`src/rtl/cnn_pkg.sv`:
```
// cnn_pkg: shared pixel/window types and window-generator FSM states
package cnn_pkg;
  localparam int CNN_WIDTH = 9;
  typedef logic signed [CNN_WIDTH-1:0] pixel_t;
  typedef pixel_t window_t [9];
  typedef enum logic [1:0] {FILL, EOL, FLUSH} state_t;
endpackage

```
`src/rtl/cnn_line_buffer.sv`:
```
// cnn_line_buffer: DEPTH-deep circular delay line; q is the value written DEPTH advances ago
// ports: clk, rst (async, clears pointer only), en (advance), clr (restart at slot 0), d in, q out
module cnn_line_buffer import cnn_pkg::*; #(
  parameter int WIDTH = CNN_WIDTH,
  parameter int DEPTH = 8
)(
  input  logic                    clk,
  input  logic                    rst,
  input  logic                    en,
  input  logic                    clr,
  input  logic signed [WIDTH-1:0] d,
  output logic signed [WIDTH-1:0] q
);
  localparam int AW = DEPTH > 1 ? $clog2(DEPTH) : 1;
  logic signed [WIDTH-1:0] mem [DEPTH];
  logic [AW-1:0] ptr, ptr_eff;
  assign ptr_eff = clr ? '0 : ptr;
  assign q = mem[ptr_eff];
  always_ff @(posedge clk or posedge rst)
    if (rst) ptr <= '0;
    else if (en) ptr <= ptr_eff == AW'(DEPTH-1) ? '0 : ptr_eff + 1'b1;
  always_ff @(posedge clk)
    if (en) mem[ptr_eff] <= d;
endmodule

```
`src/rtl/cnn_window_gen.sv`:
```
// cnn_window_gen: raster pixel stream to registered 3x3 windows (W1..W9 row-major)
// ports: clk, rst (async active-high); in_valid/in_ready/in_sof/in_data pixel input;
//        out_valid/out_ready handshake, W1..W9 window, out_row/out_col centre, out_eof last of frame
// CNN_ZERO_PAD_EN: when defined, every pixel is a centre with zero outside the image
//                  (EOL emits the right-edge column, FLUSH emits the bottom row)
module cnn_window_gen import cnn_pkg::*; #(
  parameter int WIDTH = CNN_WIDTH,
  parameter int IMG_W = 8,
  parameter int IMG_H = 8
)(
  input  logic                       clk,
  input  logic                       rst,
  input  logic                       in_valid,
  output logic                       in_ready,
  input  logic                       in_sof,
  input  logic signed [WIDTH-1:0]    in_data,
  output logic                       out_valid,
  input  logic                       out_ready,
  output logic signed [WIDTH-1:0]    W1,
  output logic signed [WIDTH-1:0]    W2,
  output logic signed [WIDTH-1:0]    W3,
  output logic signed [WIDTH-1:0]    W4,
  output logic signed [WIDTH-1:0]    W5,
  output logic signed [WIDTH-1:0]    W6,
  output logic signed [WIDTH-1:0]    W7,
  output logic signed [WIDTH-1:0]    W8,
  output logic signed [WIDTH-1:0]    W9,
  output logic [$clog2(IMG_H)-1:0]   out_row,
  output logic [$clog2(IMG_W)-1:0]   out_col,
  output logic                       out_eof
);
  localparam int RW = $clog2(IMG_H);
  localparam int CW = $clog2(IMG_W);
  localparam int FW = $clog2(IMG_W+1);
  localparam logic [RW-1:0] LAST_R = RW'(IMG_H-1);
  localparam logic [CW-1:0] LAST_C = CW'(IMG_W-1);
  localparam logic [FW-1:0] FLUSH_END = FW'(IMG_W);
`ifdef CNN_ZERO_PAD_EN
  localparam bit PAD = 1'b1;
`else
  localparam bit PAD = 1'b0;
`endif
  state_t state;
  logic [RW-1:0] rcnt, pr, er, cr;
  logic [CW-1:0] ccnt, pc, cc;
  logic [FW-1:0] fc;
  logic last_row, free, accept, emit, eof, lb_en, lb_clr, shift, mt, mb, ml, mr;
  logic signed [WIDTH-1:0] lb1q, lb2q;
  logic signed [WIDTH-1:0] s1 [3];
  logic signed [WIDTH-1:0] s2 [3];
  logic signed [WIDTH-1:0] nc [3];
  logic signed [WIDTH-1:0] win [9];
  logic signed [WIDTH-1:0] w [9];
  assign free = !out_valid || out_ready;
  assign in_ready = state == FILL && free;
  assign accept = in_valid && in_ready;
  assign pr = in_sof ? '0 : rcnt;
  assign pc = in_sof ? '0 : ccnt;
  // line buffers also advance while FLUSH walks the stored last two rows
  assign lb_en = accept || (state == FLUSH && free && fc != FLUSH_END);
  assign lb_clr = accept && in_sof;
  assign shift = accept || (state == FLUSH && free);
  cnn_line_buffer #(.WIDTH(WIDTH), .DEPTH(IMG_W)) u_lb1 (
    .clk(clk), .rst(rst), .en(lb_en), .clr(lb_clr), .d(in_data), .q(lb1q));
  cnn_line_buffer #(.WIDTH(WIDTH), .DEPTH(IMG_W)) u_lb2 (
    .clk(clk), .rst(rst), .en(lb_en), .clr(lb_clr), .d(lb1q), .q(lb2q));
  // incoming column: rows r-2, r-1, r at the current column
  assign nc[0] = lb2q;
  assign nc[1] = lb1q;
  assign nc[2] = state == FILL ? in_data : '0;
  assign emit = state == FILL ? accept && (PAD ? pr != '0 && pc != '0 : pr >= RW'(2) && pc >= CW'(2))
                              : free && (state == EOL || fc != '0);
  assign cr = state == FILL ? pr - 1'b1 : state == EOL ? er : LAST_R;
  assign cc = state == FILL ? pc - 1'b1 : state == EOL ? LAST_C : CW'(fc - 1'b1);
  assign eof = state == FILL ? !PAD && pr == LAST_R && pc == LAST_C : state == FLUSH && fc == FLUSH_END;
  assign mt = PAD && cr == '0;
  assign mb = PAD && cr == LAST_R;
  assign ml = PAD && cc == '0;
  assign mr = PAD && cc == LAST_C;
  // window columns: s2 = left, s1 = centre, nc = right; edge masks force zero boundary
  for (genvar i = 0; i < 3; i++) begin : g_row
    for (genvar j = 0; j < 3; j++) begin : g_col
      assign win[3*i+j] = (i == 0 && mt) || (i == 2 && mb) || (j == 0 && ml) || (j == 2 && mr) ? '0
                        : j == 0 ? s2[i] : j == 1 ? s1[i] : nc[i];
    end
  end
  always_ff @(posedge clk or posedge rst)
    if (rst) begin
      state <= FILL;
      rcnt <= '0;
      ccnt <= '0;
      fc <= '0;
      er <= '0;
      last_row <= 1'b0;
      out_valid <= 1'b0;
      out_row <= '0;
      out_col <= '0;
      out_eof <= 1'b0;
      for (int k = 0; k < 9; k++) w[k] <= '0;
      for (int k = 0; k < 3; k++) begin
        s1[k] <= '0;
        s2[k] <= '0;
      end
    end else begin
      if (accept) begin
        ccnt <= pc == LAST_C ? '0 : pc + 1'b1;
        rcnt <= pc != LAST_C ? pr : pr == LAST_R ? '0 : pr + 1'b1;
      end
      if (shift)
        for (int k = 0; k < 3; k++) begin
          s2[k] <= s1[k];
          s1[k] <= nc[k];
        end
      if (emit) begin
        out_valid <= 1'b1;
        w <= win;
        out_row <= cr;
        out_col <= cc;
        out_eof <= eof;
      end else if (out_ready) out_valid <= 1'b0;
      if (state == FILL && accept && PAD && pr != '0 && pc == LAST_C) begin
        state <= EOL;
        er <= pr - 1'b1;
        last_row <= pr == LAST_R;
      end else if (state == EOL && free) begin
        state <= last_row ? FLUSH : FILL;
        fc <= '0;
      end else if (state == FLUSH && free) begin
        fc <= fc + 1'b1;
        if (fc == FLUSH_END) state <= FILL;
      end
    end
  assign W1 = w[0];
  assign W2 = w[1];
  assign W3 = w[2];
  assign W4 = w[3];
  assign W5 = w[4];
  assign W6 = w[5];
  assign W7 = w[6];
  assign W8 = w[7];
  assign W9 = w[8];
endmodule
```
`config.mk`:
```
export PLATFORM = sky130hd
export DESIGN_NAME = cnn_window_gen
export DESIGN_NICKNAME = d
export VERILOG_FILES = /design/src/rtl/cnn_pkg.sv /design/src/rtl/cnn_line_buffer.sv /design/src/rtl/cnn_window_gen.sv
export SDC_FILE = /design/constraint.sdc
export NUM_CORES = 1
export LEC_CHECK = 0
export CAP_MARGIN = 20
export CELL_PAD_IN_SITES_DETAIL_PLACEMENT = 0
export CELL_PAD_IN_SITES_GLOBAL_PLACEMENT = 1
export CORE_MARGIN = 4
export CORE_UTILIZATION = 44
export CTS_CLUSTER_DIAMETER = 150
export DETAILED_ROUTE_END_ITERATION = 10
export PLACE_DENSITY_LB_ADDON = 0.15
export SYNTH_ARGS = -nofsm -noshare
export SYNTH_HDL_FRONTEND = slang
export SYNTH_HIERARCHICAL = 1
export SYNTH_SLANG_ARGS = --single-unit
export TNS_END_PERCENT = 1
```
`constraint.sdc`:
```
create_clock -name clk -period 4.4 [get_ports clk]
set_input_delay 0.44 -clock clk [delete_from_list [all_inputs] [get_ports clk]]
set_output_delay 0.44 -clock clk [all_outputs]
set_load 0.02 [all_outputs]
```
==> Flow_metrics.wiki, run 1 <==
{| class="wikitable"
! Metric !! Value
|-
| Upper clock frequency limit || 317 MHz
|-
| Period Utilization, post-route || 71.7%
|-
| # resized after CTS || 0
|-
| Die width || 173 um
|-
| Maximum number of pins on one net before global-route repair || 150
|-
| Final worst clock skew || 0.0159 ns
|-
| Clock latency on the worst-skew pair || 0.56 ns
|-
| Result of the run || finished, final reports clean
|-
| Number of pins with negative max-slew slack in the final report || 0
|-
| Worst Setup Start Kind || flip-flop
|-
| Number of nets still failing antenna checks after routing || 0
|-
| Number of inserted diodes || 0
|-
| Layout overhead on the synthesized area || 19.4%
|-
| Maximum root-to-sink buffer count || 3
|-
| Global placement routability congestion || 0.782
|-
| Number of placement rows || 60
|-
| Leakage power summed over all cells || 6.02 nW
|-
| Worst Path Class, Setup || reg2reg
|-
| Switching Fraction || 25.8%
|-
| Reported max-cap violation count || 0
|-
| Critical path endpoint category || flip-flop
|-
| Comb power frac || 12.9%
|-
| Endpoints failing setup || 0
|-
| Area of the mapped netlist || 12000 um^2
|-
| Min Tclk post-route || 3.15 ns
|-
| Max VDD drop || 0.219 mV
|-
| TritonCTS sink count || 299
|-
| Average vias per placed instance || 5.24
|-
| Initial cell density of the core || 44.7%
|-
| Wire length of the first global-routing pass || 40300 um
|-
| Drt wl/cell || 20.6 um
|-
| Final layout net count || 903
|-
| Post-layout power || 0.00692 W
|-
| Clock Tree Root || sky130_fd_sc_hd__clkbuf_16
|-
| DRC violation count after routing || 0
|-
| Antenna violations before repair || 0
|-
| Sum Neg Setup Slack || 0 ns
|-
| Number of search-and-repair iterations in the first detailed-routing pass || 4
|-
| Number of cells produced by synthesis || 762
|-
| Clock Pin Slew Worst Setup and Hold Paths || 0.06 ns
|-
| Global route overflow || 0
|-
| Mean area per synthesized cell || 15.8 um^2
|-
| Part of the Yosys area used for sequential elements || 68.3%
|-
| Quantity of I/O buffers inserted on ports || 103
|-
| Filler Cells Inserted || 2189
|-
| Count of cell types in the netlist || 45
|-
| Crit-path max FO || 25
|-
| Clock buffer count from CTS || 31
|-
| CP Launch Point || out_valid
|-
| Worst hold slack after final layout || 0.170 ns
|-
| Data arrival, critical path || 3.59 ns
|-
| Sequential share of power || 51.6%
|-
| HPWL after detailed placement || 16900 um
|-
| Max H-tree Level || 1
|-
| Total core area || 26900 um^2
|-
| Postcts setup bufs || 0
|-
| Count of boundary I/O pins || 104
|-
| Syn. warnings || 14
|-
| Die outline height || 173 um
|-
| Via count || 6542
|-
| Total nets after synthesis || 783
|-
| Unrepaired setup endpoints after global routing || false
|-
| Hold/Removal Path Class || in2async
|-
| Slew at the pin closest to its max-slew limit || 0.879 ns
|-
| Power density of the placed cells || 483 nW/um^2
|-
| Sw power || 0.00179 W
|-
| Internal power || 0.00513 W
|-
| Launching point of the worst reg2reg path || out_valid
|-
| Routed wire length || 25800 um
|-
| Clk pwr share || 35.5%
|-
| Via count of the first global-routing pass || 6834
|-
| EDFF count, synth || 144
|-
| TritonCTS clock tree || built
|-
| Hold-fix buffers, CTS || 0
|-
| Hold violation total from the final report || 0
|-
| Die Footprint || 30000 um^2
|-
| Global routing usage summed across all routing layers || 17.0%
|-
| Number of flip-flops and latches in the synthesized netlist || 299
|-
| Relative max-transition margin || 41.4%
|-
| Share of flip-flops with an asynchronous set or reset || 51.8%
|-
| Worst Path Required || 4.84 ns
|-
| Violation count after the first detailed-routing iteration || 286
|-
| Share of cells above drive strength 1 || 22.6%
|-
| Most instantiated flip-flop cell in the synthesis netlist || sky130_fd_sc_hd__dfrtp_1
|}
path summary, 6_finish.rpt:
path | endpoint | slack [ns] | depth (start not counted)
min in group clk | W1[6] | 0.48 | 1
worst min-delay path | u_lb1/ptr[1] | 0.17 | 2
worst min register to register | W1[6] | 0.48 | 1
worst max-delay path | s1[10] | 1.25 | 7
max in group asynchronous | W8[8] | 3.27 | 3
worst max register to register | s1[10] | 1.25 | 7
routing by layer:
| layer | routed length, um | part of all wire (%) | vias to the layer above | track usage, % |
|---|---|---|---|---|
| met5 | 0 | 0 | - | 0 |
| met4 | 542 | 2.1 | 0 | 4.26 |
| met3 | 1080 | 4.2 | 35 | 2.89 |
| met2 | 13900 | 54 | 143 | 31.7 |
| met1 | 10300 | 40 | 3317 | 20.5 |
| li1 | - | - | 3047 | - |
flip-flops by register name (all words and copies together) (netlist names), 27 cells and up:
name and flops:
u_lb1/mem 72, u_lb2/mem 72, s1 27, s2 27
through the flow:
stage	instance area, um^2	std cells	setup WS, ns	utilization [%]
2_1_floorplan	12000	762	1.51	-
3_3_place_gp	13400	1189	0.871	49.7
3_5_place_dp	13400	1189	0.741	49.7
4_1_cts	14300	1247	1.20	53.2
5_1_grt	14300	1248	1.06	53.3
6_report	14300	1248	1.25	53.3
synthesized netlist by cell type, types with 3 or more instances:
cell | instances | area share (%)
sky130_fd_sc_hd__a21oi_1 | 20 | 0.83
sky130_fd_sc_hd__buf_2 | 14 | 0.58
sky130_fd_sc_hd__buf_4 | 9 | 0.56
sky130_fd_sc_hd__buf_6 | 12 | 1.1
sky130_fd_sc_hd__clkbuf_1 | 3 | 0.094
sky130_fd_sc_hd__dfrtp_1 | 155 | 32
sky130_fd_sc_hd__edfxtp_1 | 144 | 36
sky130_fd_sc_hd__ha_1 | 7 | 0.73
sky130_fd_sc_hd__inv_1 | 12 | 0.38
sky130_fd_sc_hd__mux2_1 | 19 | 1.8
sky130_fd_sc_hd__mux2_2 | 122 | 11
sky130_fd_sc_hd__mux2i_1 | 56 | 4.7
sky130_fd_sc_hd__nand2_1 | 25 | 0.78
sky130_fd_sc_hd__nand2b_1 | 23 | 1.2
sky130_fd_sc_hd__nand3b_1 | 20 | 1.3
sky130_fd_sc_hd__nor2_1 | 20 | 0.63
sky130_fd_sc_hd__nor2b_1 | 4 | 0.21
sky130_fd_sc_hd__o21ai_0 | 22 | 0.92
sky130_fd_sc_hd__o21ai_1 | 6 | 0.25
sky130_fd_sc_hd__o22ai_1 | 18 | 0.94
sky130_fd_sc_hd__o31ai_1 | 3 | 0.19
sky130_fd_sc_hd__or3_1 | 18 | 0.94
power by group through the flow:
stage                     Combinational, W  Sequential (W)  Clock (W)
after floorplan                   0.000694         0.00351          0
after global placement            0.000858         0.00363          0
after detailed placement          0.000895         0.00365          0
after CTS                         0.000897         0.00360    0.00252
after global routing              0.000997         0.00361    0.00263
final                             0.000893         0.00357    0.00246
worst max-delay path, cell delays in order, from the launching register on:
cell and delay, ns:
sky130_fd_sc_hd__dfrtp_1 0.39, sky130_fd_sc_hd__nor2b_2 0.18, sky130_fd_sc_hd__inv_2 0.14, sky130_fd_sc_hd__and3_1 0.76, sky130_fd_sc_hd__or3b_1 0.51, sky130_fd_sc_hd__o22ai_1 0.15
sky130_fd_sc_hd__or3_1 0.57, sky130_fd_sc_hd__mux2_2 0.34
cell families after synthesis:
logic type | after synthesis | share of synthesized area, %
compound gates | 78 | 3.74
xor+xnor | 2 | 0.146
fa+ha+maj | 7 | 0.730
buf+inv | 54 | 3.05
flops | 299 | 68.3
mux | 197 | 17.9
simple gates | 125 | 6.11
layout make-up:
type | instances | area (um^2) | area share, %
inverter | 14 | 56.3 | 0.393
tap | 341 | 427 | 2.98
clock buffer | 39 | 806 | 5.62
multi-input combinational | 409 | 3440 | 24.0
timing repair buffer | 127 | 1250 | 8.71
clock inverter | 19 | 150 | 1.05
sequential | 299 | 8210 | 57.3
cells in the final DEF (no fill, tap or decap), types with 6 or more instances in the layout:
cell type                         count
sky130_fd_sc_hd__dfrtp_1            153
sky130_fd_sc_hd__edfxtp_1           144
sky130_fd_sc_hd__mux2_2             122
sky130_fd_sc_hd__clkdlybuf4s50_1    103
sky130_fd_sc_hd__mux2i_1             56
sky130_fd_sc_hd__clkbuf_16           31
sky130_fd_sc_hd__nand2_1             25
sky130_fd_sc_hd__nand2b_1            23
sky130_fd_sc_hd__o21ai_0             22
sky130_fd_sc_hd__buf_4               21
sky130_fd_sc_hd__nor2_1              20
sky130_fd_sc_hd__nand3b_1            20
sky130_fd_sc_hd__a21oi_1             20
sky130_fd_sc_hd__mux2_1              19
sky130_fd_sc_hd__o22ai_1             18
sky130_fd_sc_hd__or3_1               18
sky130_fd_sc_hd__inv_1               11
sky130_fd_sc_hd__clkbuf_1             8
sky130_fd_sc_hd__ha_1                 7
sky130_fd_sc_hd__clkinv_2             7
sky130_fd_sc_hd__clkinv_1             6
sky130_fd_sc_hd__o21ai_1              6
No activity file was read; power rests on OpenSTA's default activity.
==> inputs of run 2 (changes only) <==
--- a/config.mk
+++ b/config.mk
@@ -9,7 +9,7 @@
 export CELL_PAD_IN_SITES_DETAIL_PLACEMENT = 0
 export CELL_PAD_IN_SITES_GLOBAL_PLACEMENT = 1
 export CORE_MARGIN = 4
-export CORE_UTILIZATION = 44
+export CORE_UTILIZATION = 49
 export CTS_CLUSTER_DIAMETER = 150
 export DETAILED_ROUTE_END_ITERATION = 10
 export PLACE_DENSITY_LB_ADDON = 0.15
==> constraint.sdc (replaced) <==
create_clock -name clk -period 3.14 [get_ports clk]
set_input_delay 0.314 -clock clk [delete_from_list [all_inputs] [get_ports clk]]
set_output_delay 0.314 -clock clk [all_outputs]
set_load 0.02 [all_outputs]
==> run 2 against run 1 <==
  * Global-route usage rose by 2.3 points
  * Final cell count hardly changed
  * Critical path depth unchanged
  * Count of clock-buffer cells in the layout down 1
  * First-iteration DRC count grew 50%
  * Fmax up 20%
  * Wire length down 0.72%
  * Clock skew up 0.00086 ns
  * Setup slack worse by 0.74 ns
==> Flow_metrics.wiki, run 2 (synthesis results as in run 1) <==
{| class="wikitable"
! Metric !! Value
|-
| Comb power frac || 13.2% (+0.3 points)
|-
| Sum Neg Setup Slack || 0 ns (unchanged)
|-
| TritonCTS sink count || 299 (unchanged)
|-
| Area post-placement || 13500 um^2 (+1.4%)
|-
| Final instance area || 14500 um^2 (+1.4%)
|-
| Maximum root-to-sink buffer count || 3 (unchanged)
|-
| Worst Setup Start Kind || flip-flop
|-
| FF-to-FF path depth || 7 (unchanged)
|-
| Internal power || 0.00724 W (+41%)
|-
| Max VDD drop || 0.410 mV (+87%)
|-
| Routed wire length || 25600 um (-0.72%)
|-
| Drt wl/cell || 20.5 um (-0.80%)
|-
| Via count of the first global-routing pass || 6963 (+1.9%)
|-
| Min Tclk post-route || 2.63 ns (-0.521 ns)
|-
| Most frequent cells in the layout || 153 x sky130_fd_sc_hd__dfrtp_1, 144 x sky130_fd_sc_hd__edfxtp_1, 122 x sky130_fd_sc_hd__mux2_2
|-
| Switching Fraction || 25.6% (-0.22 points)
|-
| DRC violation count after routing || 0 (unchanged)
|-
| Clk pwr share || 35.5% (about the same)
|-
| Via count || 6670 (+2.0%)
|-
| Commonest non-fill, non-tap cell in the layout || sky130_fd_sc_hd__dfrtp_1
|-
| Slew at the pin closest to its max-slew limit || 0.931 ns (+0.0526 ns)
|-
| Filler Cells Inserted || 1834 (-16%)
|-
| Wire length of the first global-routing pass || 40300 um (about the same)
|-
| Initial cell density of the core || 49.7% (+5.0 points)
|-
| Library cell contributing the largest single delay on the critical path || sky130_fd_sc_hd__or3_1
|-
| Final worst clock skew || 0.0167 ns (+0.000863 ns)
|-
| Data arrival, critical path || 3.07 ns (-0.52 ns)
|-
| Global routing usage summed across all routing layers || 19.3% (+2.3 points)
|-
| Hold/Removal Path Class || in2async
|-
| Number of search-and-repair iterations in the first detailed-routing pass || 5 (+1)
|-
| Setup crit end || s1[12]
|-
| Share of cells above drive strength 1 || 24.6% (+2.0 points)
|-
| Leakage power summed over all cells || 6.13 nW (+1.9%)
|-
| Cell-by-cell trace of the critical path || nor2b_2, inv_2, and3_1, or3b_1, o22ai_1, or3_1, mux2_2
|-
| Quantity of I/O buffers inserted on ports || 103 (unchanged)
|-
| Maximum number of pins on one net before global-route repair || 52 (-65%)
|-
| Number of placement rows || 57 (-5.0%)
|-
| Biggest registers after layout || u_lb1/mem (72), u_lb2/mem (72)
|-
| Sw power || 0.00249 W (+40%)
|-
| Layout overhead on the synthesized area || 21.0%
|-
| Hold-fix buffers, CTS || 0 (unchanged)
|-
| Clock Tree Root || sky130_fd_sc_hd__clkbuf_16
|-
| Clock Pin Slew Worst Setup and Hold Paths || 0.06 ns (about the same)
|-
| Die outline height || 165 um (-5.0%)
|-
| Period Utilization, post-route || 83.9% (+12 points)
|-
| Global placement routability congestion || 0.779 (-0.37%)
|-
| Endpoints failing setup || 0 (unchanged)
|-
| Antenna violations before repair || 0 (unchanged)
|-
| Count of boundary I/O pins || 104 (unchanged)
|-
| Global route overflow || 0 (unchanged)
|-
| Crit-path max FO || 11 (-56%)
|-
| CP Launch Point || out_valid
|-
| Worst Path Class, Setup || reg2reg
|-
| Unrepaired setup endpoints after global routing || false
|-
| Violation count after the first detailed-routing iteration || 428 (+50%)
|-
| Number of pins with negative max-slew slack in the final report || 0 (unchanged)
|-
| Die Footprint || 27100 um^2 (-9.7%)
|-
| Clock buffer count from CTS || 31 (unchanged)
|-
| Sequential share of power || 51.3% (-0.3 points)
|-
| Upper clock frequency limit || 380 MHz (+20%)
|-
| Launching point of the worst reg2reg path || out_valid
|-
| Relative max-transition margin || 37.8% (-3.6 points)
|-
| Post-layout power || 0.00973 W (+41%)
|-
| TritonCTS clock tree || built
|-
| Hold violation total from the final report || 0 (unchanged)
|-
| HPWL after detailed placement || 17700 um (+4.8%)
|-
| Number of inserted diodes || 0 (unchanged)
|-
| Power density of the placed cells || 670 nW/um^2 (+39%)
|-
| Reported max-cap violation count || 0 (unchanged)
|-
| Total core area || 24200 um^2 (-10%)
|-
| Die width || 165 um (-5.0%)
|-
| R2R setup slack || 0.51 ns (-0.74 ns)
|-
| Critical Path Max Stage Delay || 0.55 ns (-0.21 ns)
|-
| Worst r2r dst || s1[12]
|-
| Clock latency on the worst-skew pair || 0.55 ns (about the same)
|-
| Max H-tree Level || 1 (unchanged)
|-
| # resized after CTS || 0 (unchanged)
|-
| Final layout net count || 922 (+2.1%)
|-
| Postcts setup bufs || 0 (unchanged)
|-
| Number of nets still failing antenna checks after routing || 0 (unchanged)
|-
| Worst Path Required || 3.57 ns (-1.27 ns)
|-
| Average vias per placed instance || 5.34 (+1.9%)
|-
| Critical path endpoint category || flip-flop
|-
| Result of the run || finished, final reports clean
|}
## run 2: cell types whose count changed in the layout (fill, tap and decap cells not counted), sizes merged
cell      delta
buf         +19
clkinvlp     +4
clkinv       -3
inv          -1
clkbuf       -1
## run 2: layout make-up
class | count | area, um^2 | share of cell area (%)
timing repair buffer | 146 | 1450 | 10.0
clock inverter | 19 | 160 | 1.10
multi-input combinational | 409 | 3440 | 23.6
inverter | 14 | 56.3 | 0.388
clock buffer | 38 | 812 | 5.59
sequential | 299 | 8210 | 56.5
tap | 324 | 405 | 2.79
## run 2: power by group through the flow
stage | combinational (W) | clock, W | sequential [W]
finish | 0.00128 | 0.00346 | 0.00499
CTS | 0.00127 | 0.00355 | 0.00503
detailed placement | 0.00126 | 0 | 0.00511
global placement | 0.00120 | 0 | 0.00508
global route | 0.00142 | 0.00374 | 0.00504
floorplan | 0.000972 | 0 | 0.00491
## run 2: worst min path at each step
stage | endpoint | slack, ns | cells past startpoint
floorplan | u_lb1/ptr[0] | 0.07 | 1
global placement | W1[5] | 0.47 | 1
detailed placement | W1[1] | 0.47 | 1
CTS | u_lb2/ptr[2] | 0.03 | 2
global route | u_lb2/ptr[1] | 0.04 | 2
finish | u_lb1/ptr[1] | 0.04 | 2
## run 2: layer usage
metal | vias to the layer above | wire [um] | track usage, %
met5 | - | 0 | 0
met4 | 0 | 558 | 5.14
met2 | 177 | 13800 | 35.6
li1 | 3092 | - | -
met1 | 3360 | 10100 | 23.5
met3 | 41 | 1050 | 3.09
## run 2: worst max-delay path: cells and delay by family (launching register included)
family,cells,cell delay [ns]
simple gates,4,1.59
buf+inv,1,0.05
flops,1,0.38
compound gates,1,0.17
mux,1,0.32
## run 2: through the flow
stage	util, %	hold WS [ns]	cells	setup slack [ns]
2_1_floorplan	-	0.0676	762	0.245
3_3_place_gp	56.0	0.466	1191	0.239
3_5_place_dp	56.0	0.475	1191	0.166
4_1_cts	60.0	0.0262	1248	0.449
5_1_grt	60.1	0.0382	1249	0.309
6_report	60.1	0.0377	1249	0.506
==> inputs of run 3 (changes only) <==
==> constraint.sdc (replaced) <==
create_clock -name clk -period 2.7 [get_ports clk]
set_input_delay 0.27 -clock clk [delete_from_list [all_inputs] [get_ports clk]]
set_output_delay 0.27 -clock clk [all_outputs]
set_load 0.02 [all_outputs]
==> run 3 against run 2 <==
  * Count of clock-buffer cells in the layout up 2
  * Fmax up 8.2%
  * Sequential share of layout area down 0.79 points
  * Global-route usage about the same
  * Wire length up 0.56%
  * Clock power up 22%
==> Flow_metrics.wiki, run 3 (synthesis results as in run 1) <==
{| class="wikitable"
! Metric !! Value
|-
| Relative max-transition margin || 64.5% (+27 points)
|-
| Slew at the pin closest to its max-slew limit || 0.533 ns (-0.398 ns)
|-
| Number of placement rows || 57 (unchanged)
|-
| Antenna violations before repair || 0 (unchanged)
|-
| Max VDD drop || 0.453 mV (+11%)
|-
| Number of nets still failing antenna checks after routing || 0 (unchanged)
|-
| Final layout net count || 942 (+2.2%)
|-
| Endpoints failing setup || 0 (unchanged)
|-
| Register cell area after layout || 8210 um^2 (unchanged)
|-
| Violation count after the first detailed-routing iteration || 328 (-23%)
|-
| Number of pins with negative max-slew slack in the final report || 0 (unchanged)
|-
| Via count || 6777 (+1.6%)
|-
| Drt wl/cell || 20.2 um (-1.1%)
|-
| Clock Tree Root || sky130_fd_sc_hd__clkbuf_16
|-
| DRC violation count after routing || 0 (unchanged)
|-
| Result of the run || finished, final reports clean
|-
| Maximum number of pins on one net before global-route repair || 86 (+65%)
|-
| TritonCTS sink count || 299 (unchanged)
|-
| Reported max-cap violation count || 0 (unchanged)
|-
| Period Utilization, post-route || 90.1% (+6.3 points)
|-
| Number of inserted diodes || 0 (unchanged)
|-
| Clock buffer count from CTS || 31 (unchanged)
|-
| Power density of the placed cells || 790 nW/um^2 (+18%)
|-
| Multi-input gate area || 3440 um^2 (about the same)
|-
| Average vias per placed instance || 5.34 (about the same)
|-
| Worst Path Class, Setup || reg2reg
|-
| Via count of the first global-routing pass || 7155 (+2.8%)
|-
| Worst Path Required || 2.99 ns (-0.58 ns)
|-
| Maximum root-to-sink buffer count || 3 (unchanged)
|-
| Min Tclk post-route || 2.43 ns (-0.200 ns)
|-
| HPWL after detailed placement || 18100 um (+1.9%)
|-
| Clock latency on the worst-skew pair || 0.56 ns (about the same)
|-
| Layout overhead on the synthesized area || 22.7%
|-
| Worst hold slack after final layout || 0.479 ns (+0.441 ns)
|-
| Biggest registers after layout || u_lb1/mem (72), u_lb2/mem (72)
|-
| Global placement routability congestion || 0.797 (+2.3%)
|-
| Commonest non-fill, non-tap cell in the layout || sky130_fd_sc_hd__dfrtp_1
|-
| Die width || 165 um (unchanged)
|-
| Total core area || 24200 um^2 (unchanged)
|-
| Crit-path max FO || 10 (-1)
|-
| Hold/Removal Path Class || in2reg
|-
| Global route overflow || 0 (unchanged)
|-
| Wire length of the first global-routing pass || 40200 um (-0.22%)
|-
| Die Footprint || 27100 um^2 (unchanged)
|-
| Critical path endpoint category || flip-flop
|-
| Worst Setup Slack post-DPL || -0.196 ns (-0.361 ns)
|-
| TritonCTS clock tree || built
|-
| Final worst clock skew || 0.0219 ns (+0.00520 ns)
|-
| Most frequent cells in the layout || 153 x sky130_fd_sc_hd__dfrtp_1, 144 x sky130_fd_sc_hd__edfxtp_1, 122 x sky130_fd_sc_hd__mux2_2
|-
| Max H-tree Level || 1 (unchanged)
|-
| Number of placed instances with taps included || 1211 (+1.7%)
|-
| Routed wire length || 25700 um (+0.56%)
|-
| Min setup slack post-route || 0.266 ns (-0.240 ns)
|-
| Number of search-and-repair iterations in the first detailed-routing pass || 4 (-1)
|-
| Hold violation total from the final report || 0 (unchanged)
|-
| Number of non-filler instances in the completed layout || 1270 (+1.7%)
|-
| Data arrival, critical path || 2.73 ns (-0.34 ns)
|-
| Filler Cells Inserted || 1791 (-2.3%)
|-
| Initial cell density of the core || 49.7% (unchanged)
|-
| Quantity of I/O buffers inserted on ports || 103 (unchanged)
|-
| Clock Pin Slew Worst Setup and Hold Paths || 0.06 ns (about the same)
|-
| Share of cells above drive strength 1 || 25.9% (+1.2 points)
|-
| Global routing usage summed across all routing layers || 19.3% (-0.033 points)
|-
| Leakage power summed over all cells || 6.27 nW (+2.2%)
|-
| Worst Setup Start Kind || flip-flop
|-
| Post-layout power || 0.0116 W (+20%)
|-
| Upper clock frequency limit || 411 MHz (+8.2%)
|-
| Die outline height || 165 um (unchanged)
|-
| Unrepaired setup endpoints after global routing || false
|-
| Sum Neg Setup Slack || 0 ns (unchanged)
|-
| Count of boundary I/O pins || 104 (unchanged)
|}
## run 3: changes by cell type in the layout (fill, tap and decap cells not counted), sizes merged
cell	delta
buf	+19
clkinvlp	-5
bufinv	+2
clkbuf	+2
inv	+2
dlygate4sd3	+1
## run 3: cell type report
| class | instances | share of cell area [%] |
|---|---|---|
| sequential | 299 | 55.7 |
| multi-input combinational | 409 | 23.3 |
| timing repair buffer | 166 | 10.9 |
| clock buffer | 40 | 5.63 |
| tap | 324 | 2.75 |
| clock inverter | 18 | 1.32 |
| inverter | 14 | 0.382 |
## run 3: layer usage
layer  global-route usage, %  wire (um)  up-vias
met1                    23.4      10100     3469
met3                    2.89        975       45
li1                        -          -     3120
met4                    5.90        765        0
met5                       0          0        -
met2                    35.4      13800      143
## run 3: through the flow
stage | utilization [%] | instance area [um^2]
finish | 60.9 | 14700
global route | 60.9 | 14700
CTS | 60.9 | 14700
detailed placement | 56.7 | 13700
global placement | 56.7 | 13700
floorplan | - | 12000
## run 3: final timing paths
path                            slack [ns]  cells past startpoint      start              end
worst max-delay path                  0.27                      7  out_valid  u_lb2/mem[4][7]
worst min-delay path                  0.48                      4   in_valid        out_valid
worst max register to register        0.27                      7  out_valid  u_lb2/mem[4][7]
worst min register to register        0.48                      1     s2[18]            W1[0]
max in group asynchronous             1.32                      4        rst          rcnt[2]
min in group asynchronous             0.55                      3        rst     u_lb1/ptr[2]
## run 3: report_power, final
group	internal (W)	switching [W]	leakage (nW)	total [W]
Combinational	0.000743	0.000872	2.42	0.00162
Clock	0.00255	0.00168	0.501	0.00422
Sequential	0.00545	0.000354	3.34	0.00581
## run 3: repair_timing
| action | 4_1_cts | 5_1_grt |
|---|---|---|
| setup endpoints to repair | 0 | 69 |
| gates resized for setup | 0 | 1 |
| hold buffers | 1 | 0 |
| hold endpoints to repair | 6 | 0 |
| buffers inserted | 0 | 0 |
## run 3: worst max-delay path, cell delays in order, from the launching register on
cell and delay [ns]:
sky130_fd_sc_hd__dfrtp_1 0.38, sky130_fd_sc_hd__nor2b_2 0.17, sky130_fd_sc_hd__inv_2 0.05, sky130_fd_sc_hd__and3_2 0.36, sky130_fd_sc_hd__or3b_1 0.42, sky130_fd_sc_hd__o22ai_1 0.15, sky130_fd_sc_hd__or3_1 0.46, sky130_fd_sc_hd__buf_4 0.19
